==> config.mk <==
export PLATFORM = sky130hd
export DESIGN_NAME = scan_bank_ctrl
export DESIGN_NICKNAME = d
export VERILOG_FILES = /design/src/rtl/scan_bank_ctrl.sv
export SDC_FILE = /design/constraint.sdc
export NUM_CORES = 1
export LEC_CHECK = 0
export ABC_AREA = 1
export CORE_MARGIN = 2
export CORE_UTILIZATION = 33
export DETAILED_ROUTE_END_ITERATION = 6
export PLACE_DENSITY = 0.62
export SLEW_MARGIN = 20
export SYNTH_ARGS = -nofsm -noshare
export SYNTH_HDL_FRONTEND = slang
export SYNTH_SLANG_ARGS = --single-unit
==> constraint.sdc <==
create_clock -name clk -period 1.9 [get_ports clk]
set_input_delay 0.38 -clock clk [delete_from_list [all_inputs] [get_ports clk]]
set_output_delay 0.38 -clock clk [all_outputs]
set_load 0.05 [all_outputs]
==> src/rtl/scan_bank_ctrl.sv <==
// scan_bank_ctrl: serial load/capture/unload controller for a flat scan-stitched
// flop bank. Parallel words arrive on a valid/ready stream and are shifted into
// the chain LSB-first. A one-cycle capture strobe follows. The chain is then
// shifted back out and repacked into parallel words on a second valid/ready
// stream.
//
// Parameters:
//   CHAIN_LEN  number of flops in the chain (>= 1)
//   W          stream word width (>= 1)
//
// Ports:
//   clk, rst_n                  clock, asynchronous active-low reset
//   start                       begins a run when sampled in IDLE
//   in_valid/in_data/in_ready   load stream, bit 0 of each word shifted first
//   scan_en/scan_in/scan_out    chain shift enable, head data, tail data
//   capture                     one-cycle capture strobe to the bank
//   out_valid/out_data/out_ready unload stream, bit 0 is the first bit out
//   busy                        high in every state except IDLE
//   done                        one-cycle pulse at the end of a run
//   parity                      XOR of all unloaded bits
//
// Optional build macro:
//   SCAN_BANK_PARITY_EN  builds the unload parity accumulator; when undefined
//                        parity is tied to 0.
module scan_bank_ctrl #(
  parameter int unsigned CHAIN_LEN = 267,
  parameter int unsigned W         = 8
) (
  input  logic         clk,
  input  logic         rst_n,
  input  logic         start,
  input  logic         in_valid,
  input  logic [W-1:0] in_data,
  output logic         in_ready,
  output logic         scan_en,
  output logic         scan_in,
  input  logic         scan_out,
  output logic         capture,
  output logic         out_valid,
  output logic [W-1:0] out_data,
  input  logic         out_ready,
  output logic         busy,
  output logic         done,
  output logic         parity
);

  localparam int unsigned CW        = $clog2(CHAIN_LEN + 1);
  localparam int unsigned BW        = $clog2(W + 1);
  localparam int unsigned NWORDS    = (CHAIN_LEN + W - 1) / W;
  localparam int unsigned WCW       = $clog2(NWORDS + 1);
  localparam int unsigned LAST_BITS = ((CHAIN_LEN % W) == 0) ? W : (CHAIN_LEN % W);

  typedef enum logic [2:0] {
    S_IDLE,
    S_LOAD,
    S_CAPTURE,
    S_UNLOAD,
    S_DONE
  } state_t;

  state_t          state;
  logic [CW-1:0]   bit_left;    // chain bits still to shift in the current phase
  logic [WCW-1:0]  words_left;  // load words still to accept
  logic [W-1:0]    hold;        // load holding register, drains from bit 0
  logic [BW-1:0]   hold_cnt;    // valid bits remaining in hold
  logic [W-1:0]    coll;        // unload collector
  logic [BW-1:0]   coll_cnt;    // bits already in the collector

  logic            load_shift;
  logic            in_fire;
  logic            out_free;
  logic            word_last;
  logic            unload_shift;
  logic [W-1:0]    coll_ins;

  // Load side: shift whenever the holding register has a bit; refill on its last bit.
  assign load_shift = (state == S_LOAD) && (hold_cnt != '0);
  assign in_ready   = (state == S_LOAD) && (hold_cnt <= BW'(1)) && (words_left != '0);
  assign in_fire    = in_valid && in_ready;

  // Unload side: the bit that completes a word goes straight to the output
  // register, so the chain only stalls when that register cannot take it.
  assign out_free     = !out_valid || out_ready;
  assign word_last    = (coll_cnt == BW'(W - 1)) || (bit_left == CW'(1));
  assign unload_shift = (state == S_UNLOAD) && (bit_left != '0) && (!word_last || out_free);

  assign scan_en = load_shift || unload_shift;
  assign scan_in = hold[0];
  assign capture = (state == S_CAPTURE);
  assign busy    = (state != S_IDLE);
  assign done    = (state == S_DONE);

  // Collector contents with the current scan_out bit inserted at its slot.
  always_comb begin
    coll_ins = coll;
    for (int unsigned i = 0; i < W; i++) begin
      if (coll_cnt == BW'(i)) coll_ins[i] = scan_out;
    end
  end

  // Sequencer and datapath registers.
  always_ff @(posedge clk or negedge rst_n) begin
    if (!rst_n) begin
      state      <= S_IDLE;
      bit_left   <= '0;
      words_left <= '0;
      hold       <= '0;
      hold_cnt   <= '0;
      coll       <= '0;
      coll_cnt   <= '0;
      out_valid  <= 1'b0;
      out_data   <= '0;
    end else begin
      if (out_valid && out_ready) out_valid <= 1'b0;
      case (state)
        S_IDLE: begin
          if (start) begin
            state      <= S_LOAD;
            bit_left   <= CW'(CHAIN_LEN);
            words_left <= WCW'(NWORDS);
            hold_cnt   <= '0;
          end
        end
        S_LOAD: begin
          if (in_fire) begin
            hold       <= in_data;
            hold_cnt   <= (words_left == WCW'(1)) ? BW'(LAST_BITS) : BW'(W);
            words_left <= words_left - WCW'(1);
          end else if (load_shift) begin
            hold     <= hold >> 1;
            hold_cnt <= hold_cnt - BW'(1);
          end
          if (load_shift) begin
            bit_left <= bit_left - CW'(1);
            if (bit_left == CW'(1)) state <= S_CAPTURE;
          end
        end
        S_CAPTURE: begin
          state    <= S_UNLOAD;
          bit_left <= CW'(CHAIN_LEN);
          coll     <= '0;
          coll_cnt <= '0;
        end
        S_UNLOAD: begin
          if (unload_shift) begin
            bit_left <= bit_left - CW'(1);
            if (word_last) begin
              // Collector is kept zeroed between words, which pads the final word.
              out_data  <= coll_ins;
              out_valid <= 1'b1;
              coll      <= '0;
              coll_cnt  <= '0;
            end else begin
              coll     <= coll_ins;
              coll_cnt <= coll_cnt + BW'(1);
            end
          end else if ((bit_left == '0) && out_valid && out_ready) begin
            state <= S_DONE;
          end
        end
        S_DONE: begin
          state <= S_IDLE;
        end
        default: begin
          state <= S_IDLE;
        end
      endcase
    end
  end

`ifdef SCAN_BANK_PARITY_EN
  logic parity_q;

  // Running XOR of unloaded bits; cleared when a run starts, held after done.
  always_ff @(posedge clk or negedge rst_n) begin
    if (!rst_n) begin
      parity_q <= 1'b0;
    end else if ((state == S_IDLE) && start) begin
      parity_q <= 1'b0;
    end else if (unload_shift) begin
      parity_q <= parity_q ^ scan_out;
    end
  end

  assign parity = parity_q;
`else
  assign parity = 1'b0;
`endif

endmodule
== Word level (Yosys, flattened, before mapping) ==
Cells that the tools add are included.
Operators by class
  add/subtract/negate cells: 4
  magnitude comparators: 1
  equal/unequal tests: 21
  muxes and demuxes: 38
  reductions and logical operators: 33
Operators by type and width (count)
  9-bit case mux with 4 select lines: 1
  8-bit two-way mux: 4
  9-bit two-way mux: 3
  4-bit two-way mux: 6
  4-bit by 3-bit == test with 1-bit output, second input constant: 4
  4-bit case mux with 2 select lines: 2
  8-bit case mux with 2 select lines: 1
  3-bit two-way mux: 5
  1-bit two-way mux: 12
  6-bit two-way mux: 2
  3-bit case mux with 4 select lines: 1
  6-bit case mux with 2 select lines: 1
  2-bit inequality test, second input constant: 5
  9-bit by 1-bit == test with 1-bit output, second input constant: 1
  1-bit logical AND: 9
  9-bit zero test: 1
  3-bit AND reduction: 3
  9-bit nonzero test: 1
  9-bit by 1-bit subtractor with 9-bit output, second input constant: 1
  4-bit by 2-bit == test with 1-bit output, second input constant: 2
  4-bit nonzero test: 2
  3-bit by 2-bit == test with 1-bit output, second input constant: 2
  6-bit by 1-bit == test with 1-bit output, second input constant: 1
  2-bit nonzero test: 3
  18 further kinds: 24
Word-level totals
  register bits: 51
  input port bits: 14
  output and inout bits: 16
  word-level logic and storage cells: 106

== Longest topological paths before layout ==
  depth in word-level cells: 7
  depth in mapped cells: 13
  depth with buffers taken out: 12

== Worst setup path before layout ==
OpenSTA, ideal clock, no wires.
  path kind: register to output
  from: register state[2]
  to: output port done
  arrival: 1.837 ns
  required time: 1.520 ns
  setup slack: -0.317 ns
  cell stages (with the launch flop): 4
  buffers on the path: 1
  cells stage by stage: dfrtp_1 -> inv_1 -> clkbuf_1 -> nor3_1
On the way
  longest elaborated chain between the ends: 1
RTL lines
  from (decl): RTL line 61  | state_t state;
  from (signal assigned): RTL line 104  | state <= S_IDLE;
  from (signal assigned): RTL line 118  | state <= S_LOAD;
  from (signal assigned): RTL line 135  | if (bit_left == CW'(1)) state <= S_CAPTURE;
  3-bit == test: RTL line 91  | assign done = (state == S_DONE);
  to (decl): RTL line 43  | output logic done,
No other way between the ends.

== Worst setup path after layout ==
  from: register bit_left[1]
  to: output port scan_en
On the way
  longest elaborated chain between the ends: 6
  elaborated cells on any way between the ends: 8
RTL lines
  from (decl): RTL line 62  | logic [CW-1:0] bit_left;
  from (signal assigned): RTL line 119  | bit_left <= CW'(CHAIN_LEN);
  from (signal assigned): RTL line 134  | bit_left <= bit_left - CW'(1);
  from (signal assigned): RTL line 140  | bit_left <= CW'(CHAIN_LEN);
  9-bit by 1-bit == test with 1-bit output: RTL line 84  | assign word_last = (coll_cnt == BW'(W - 1)) || (bit_left == CW'(1));
  1-bit logical OR: RTL line 84
  1-bit zero test: RTL line 85  | assign unload_shift = (state == S_UNLOAD) && (bit_left != '0) && (!word_last || out_free);
  1-bit logical OR: RTL line 85
  1-bit logical AND *: RTL line 85
  1-bit logical OR *: RTL line 87  | assign scan_en = load_shift || unload_shift;
  to (decl): RTL line 35  | output logic scan_en,
Every way passes the cells marked *; elsewhere a longest branch is shown, timed or not.

==> metrics.md <==
| Metric | Value |
|---|---|
| Clock-pin slew on the worst setup and hold paths | `100 ps` |
| DP Area | `3684 um^2` |
| DRT Wirelength | `7081 um` |
| Most frequent cells after synthesis | `91 x nand2_1, 51 x dfrtp_1, 41 x nand3_1, 34 x inv_1, 25 x nor2_1` |
| FF+latch count, synth | `51` |
| First-pass GRT wire length | `roughly 12000 um` |
| CTS tree | `yes` |
| Multi-input logic area | `1720 um^2` |
| Via Count | `approximately 2.6k` |
| Multiplexer area fraction after synthesis | `0` |
| Violated checks | `negative setup slack` |
| Post-synth top flop | `dfrtp_1` |
| Post-synthesis xor/xnor area fraction | `0.01670` |
| Site Rows | `35` |
| Reg-to-Reg End | `bit_left[4]` |
| Crit path top cell by count | `nand2_2` |
| Synth Instances | `386` |
| Worst r2r path cells | `12` |
| Finished Cell Area | `just over 4000 um^2` |
| Post-synthesis adder-cell area fraction | `0.05169` |
| Power, Total | `~5400 uW` |
| Number of H-tree levels | `2` |
| Clock Sinks | `51` |
| Max-slew violation count | `0` |
| Hold WC Path Type | `primary input to async pin` |
| Post-DP HPWL | `5031 um` |
| Crit. End Element | `primary output` |
| Peak Freq | `0.5063 GHz` |
| Gr ovfl total | `0` |
| Synth top area share | `0.4056` |
| I/O Buffers | `28` |
| CP Launch Type | `register` |
| Starting Density | `0.3406` |
| Fill count | `924` |
| Initial antenna violation count | `0` |
| Core Area | `9240 um^2` |
| Routability cong. | `0.8141` |
| CP Cell Sequence | `inv_2 > ha_4 > nand2_1 > nor2_1 > nand2_2 > nand2_2 > nand2_2 > nand2_4 > nand2_4 > buf_12` |
| Nets | `469` |
| WP data required | `1520 ps` |
| Post-synthesis compound-gate area fraction | `0.1105` |
| Setup WS post-layout | `-75.21 ps` |
| DRT antenna net count | `0` |
| Final Non-Filler Cells | `572` |
| Residual DRC | `0` |
| Die width | `101.7 um` |
| Status | `finished with violations` |
| Clock skew | `9.554 ps` |
| Clock latency on the worst-skew pair | `310 ps` |
| Mapped cell area | `3147 um^2` |
| Area contributors post-synth | `dfrtp_1 41%, nand2_1 11%, nand3_1 6.5%` |
| Total number of yosys warnings | `0` |
| Avg Inst Size Synth | `8.152 um^2` |
| Setup Crit Path Kind | `register to primary output` |
| Slew HR | `0.6572` |
| Sequential area share after synthesis | `0.4056` |
| Pin count of the biggest net entering global routing | `28` |
| FF+latch area | `1279 um^2` |
| Reg2Reg Setup Slack | `140 ps` |
| RR Startpoint | `bit_left[1]` |
| Bufs and invs on worst path | `2` |
| Die area | `between 10000 and 15000 um^2` |
| Number of CTS-inserted buffers | `5` |
| Final period utilization | `1.040` |
| Hold_ws | `485.2 ps` |
| Crit-path max FO | `2` |
| Layout cells sized above 1 | `0.2912` |
| Pwr Density | `1344 nW/um^2` |
| Worst path slowest cell | `dfrtp_1` |
| Critical path's largest stage delay | `between 400 and 500 ps` |
| ANT cells | `0` |
| Simple-Gate Fraction of Synth Area | `0.3332` |
| CP arrival | `1600 ps` |
| Drt pass-1 iters | `4` |
| Worst-margin pin slew | `513.4 ps` |
| Total global-route track usage | `0.1464` |
| Library cells used by synthesis | `36` |
| Largest family of logic cells by synthesized area | `simple AND/OR/NAND/NOR gates` |
| I/O pin count | `30` |
| Die height | `101.7 um` |
| Placed Instances | `548` |
| Synthesis-to-finish area growth | `28.55%` |
| CTS max path bufs | `2` |
| LEAKAGE | `approximately 0.002 uW` |
| Max Cap Viol | `0` |
| Final Hold Fails | `0` |
| Via/cell ratio | `about 4.6` |
| Async SR Flop Fraction | `1.000` |
| Final-report setup violation count | `1` |
| Root Driver | `clkbuf_8` |
| Delay-heaviest family, CP | `simple AND/OR/NAND/NOR gates` |
| Peak supply drop | `0.7362 mV` |
| Synthesized net count | `413` |
| Number of global-route vias before repair | `2595` |
| Drt initial violations | `91` |
| Number of synthesized flops with an enable pin | `0` |
| Synth area leader | `dfrtp_1` |
| Routed len/inst | `around 12 um` |
| Post-layout minimum cycle time | `1975 ps` |
| Most numerous cell in the Yosys netlist | `nand2_1` |
| RSZ-0062 raised after global routing | `true` |
-- what timing repair did --
| action | 4_1_cts | 5_1_grt |
|---|---|---|
| pin swaps | 6 | 6 |
| hold endpoints to repair | 12 | 0 |
| hold buffers | 1 | 0 |
| setup endpoints to repair | 2 | 20 |
| gates resized for setup | 22 | 14 |
| buffers inserted | 10 | 5 |
-- how the worst max path moves through the flow --
| stage | start | to | slack (ps) | depth (start not counted) |
|---|---|---|---|---|
| 2_1_floorplan | coll_cnt[0] | scan_en | 90 | 8 |
| 3_3_place_gp | out_ready | scan_en | 50 | 6 |
| 3_5_place_dp | out_ready | scan_en | 50 | 6 |
| 4_1_cts | bit_left[1] | scan_en | -60 | 10 |
| 5_1_grt | bit_left[1] | scan_en | -160 | 10 |
| 6_report | bit_left[1] | scan_en | -80 | 10 |
-- layout by cell type (no fill, tap or decap), types with 7 or more instances in the layout --
cell type and count:
nand2_1 90, dfrtp_1 49, nand3_1 40, buf_4 30, inv_1 28, nor2_1 22, nand2_2 14, clkdlybuf4s50_1 14
inv_2 13, o21ai_2 13, nand4_1 13, o21ai_0 11, o21ai_1 11, ha_1 8, a21oi_2 7, buf_12 7
-- routing by layer --
layer	share of wire	vias to the layer above	GRT usage
met5	0	-	0
met4	0.011	0	0.03638
met3	0.038	8	0.03037
met2	0.48	44	0.2429
met1	0.47	1233	0.1955
li1	-	1360	-
-- where the power goes --
group,switching [uW],total (uW),internal (uW)
sequential,325,1840,1520
clock,381,808,427
combinational,1610,2780,1170
-- flip-flops by register name, summed over array words and instances (netlist names) --
| signal | cells |
|---|---|
| hold | 8 |
| coll_cnt | 4 |
| out_valid | 1 |
| bit_left | 9 |
| out_data | 8 |
| coll | 8 |
| hold_cnt | 4 |
| words_left | 6 |
| state | 3 |
-- worst register-to-register path: stages (launching register included) --
cell and delay (ps):
dfrtp_1 380, inv_2 70, buf_6 120, ha_4 140, nand3_2 90, nor2_4 50
nor2_4 110, nand2_4 70, buf_4 160, nand2_8 100, nand3_2 200, nand2_1 120
nand2_1 50
-- cell type report --
cell class / instances / area share
Clock buffer: 6 / 0.02041
Clock inverter: 2 / 0.008661
Inverter: 42 / 0.03959
Multi-Input combinational cell: 282 / 0.4253
Sequential cell: 51 / 0.3161
Tap cell: 129 / 0.03990
Timing Repair Buffer: 60 / 0.1500
-- stage by stage --
stage | setup WS, ps | utilization | TNS (ps)
finish | -75.21 | 0.4378 | -75.21
CTS | -63.59 | 0.4283 | -63.59
global route | -157.7 | 0.4378 | -195.8
global placement | 46.33 | 0.3986 | 0
detailed placement | 46.05 | 0.3986 | 0
floorplan | 92.44 | - | 0
-- cell families after synthesis --
kind of cell	Yosys count
XOR/XNOR	6
AND/OR/NAND/NOR	209
flip-flops	51
buffers and inverters	53
other	1
AO/OA/AOI/OAI	53
adder cells (fa/ha/maj)	13
No activity file was read; power rests on OpenSTA's default activity.
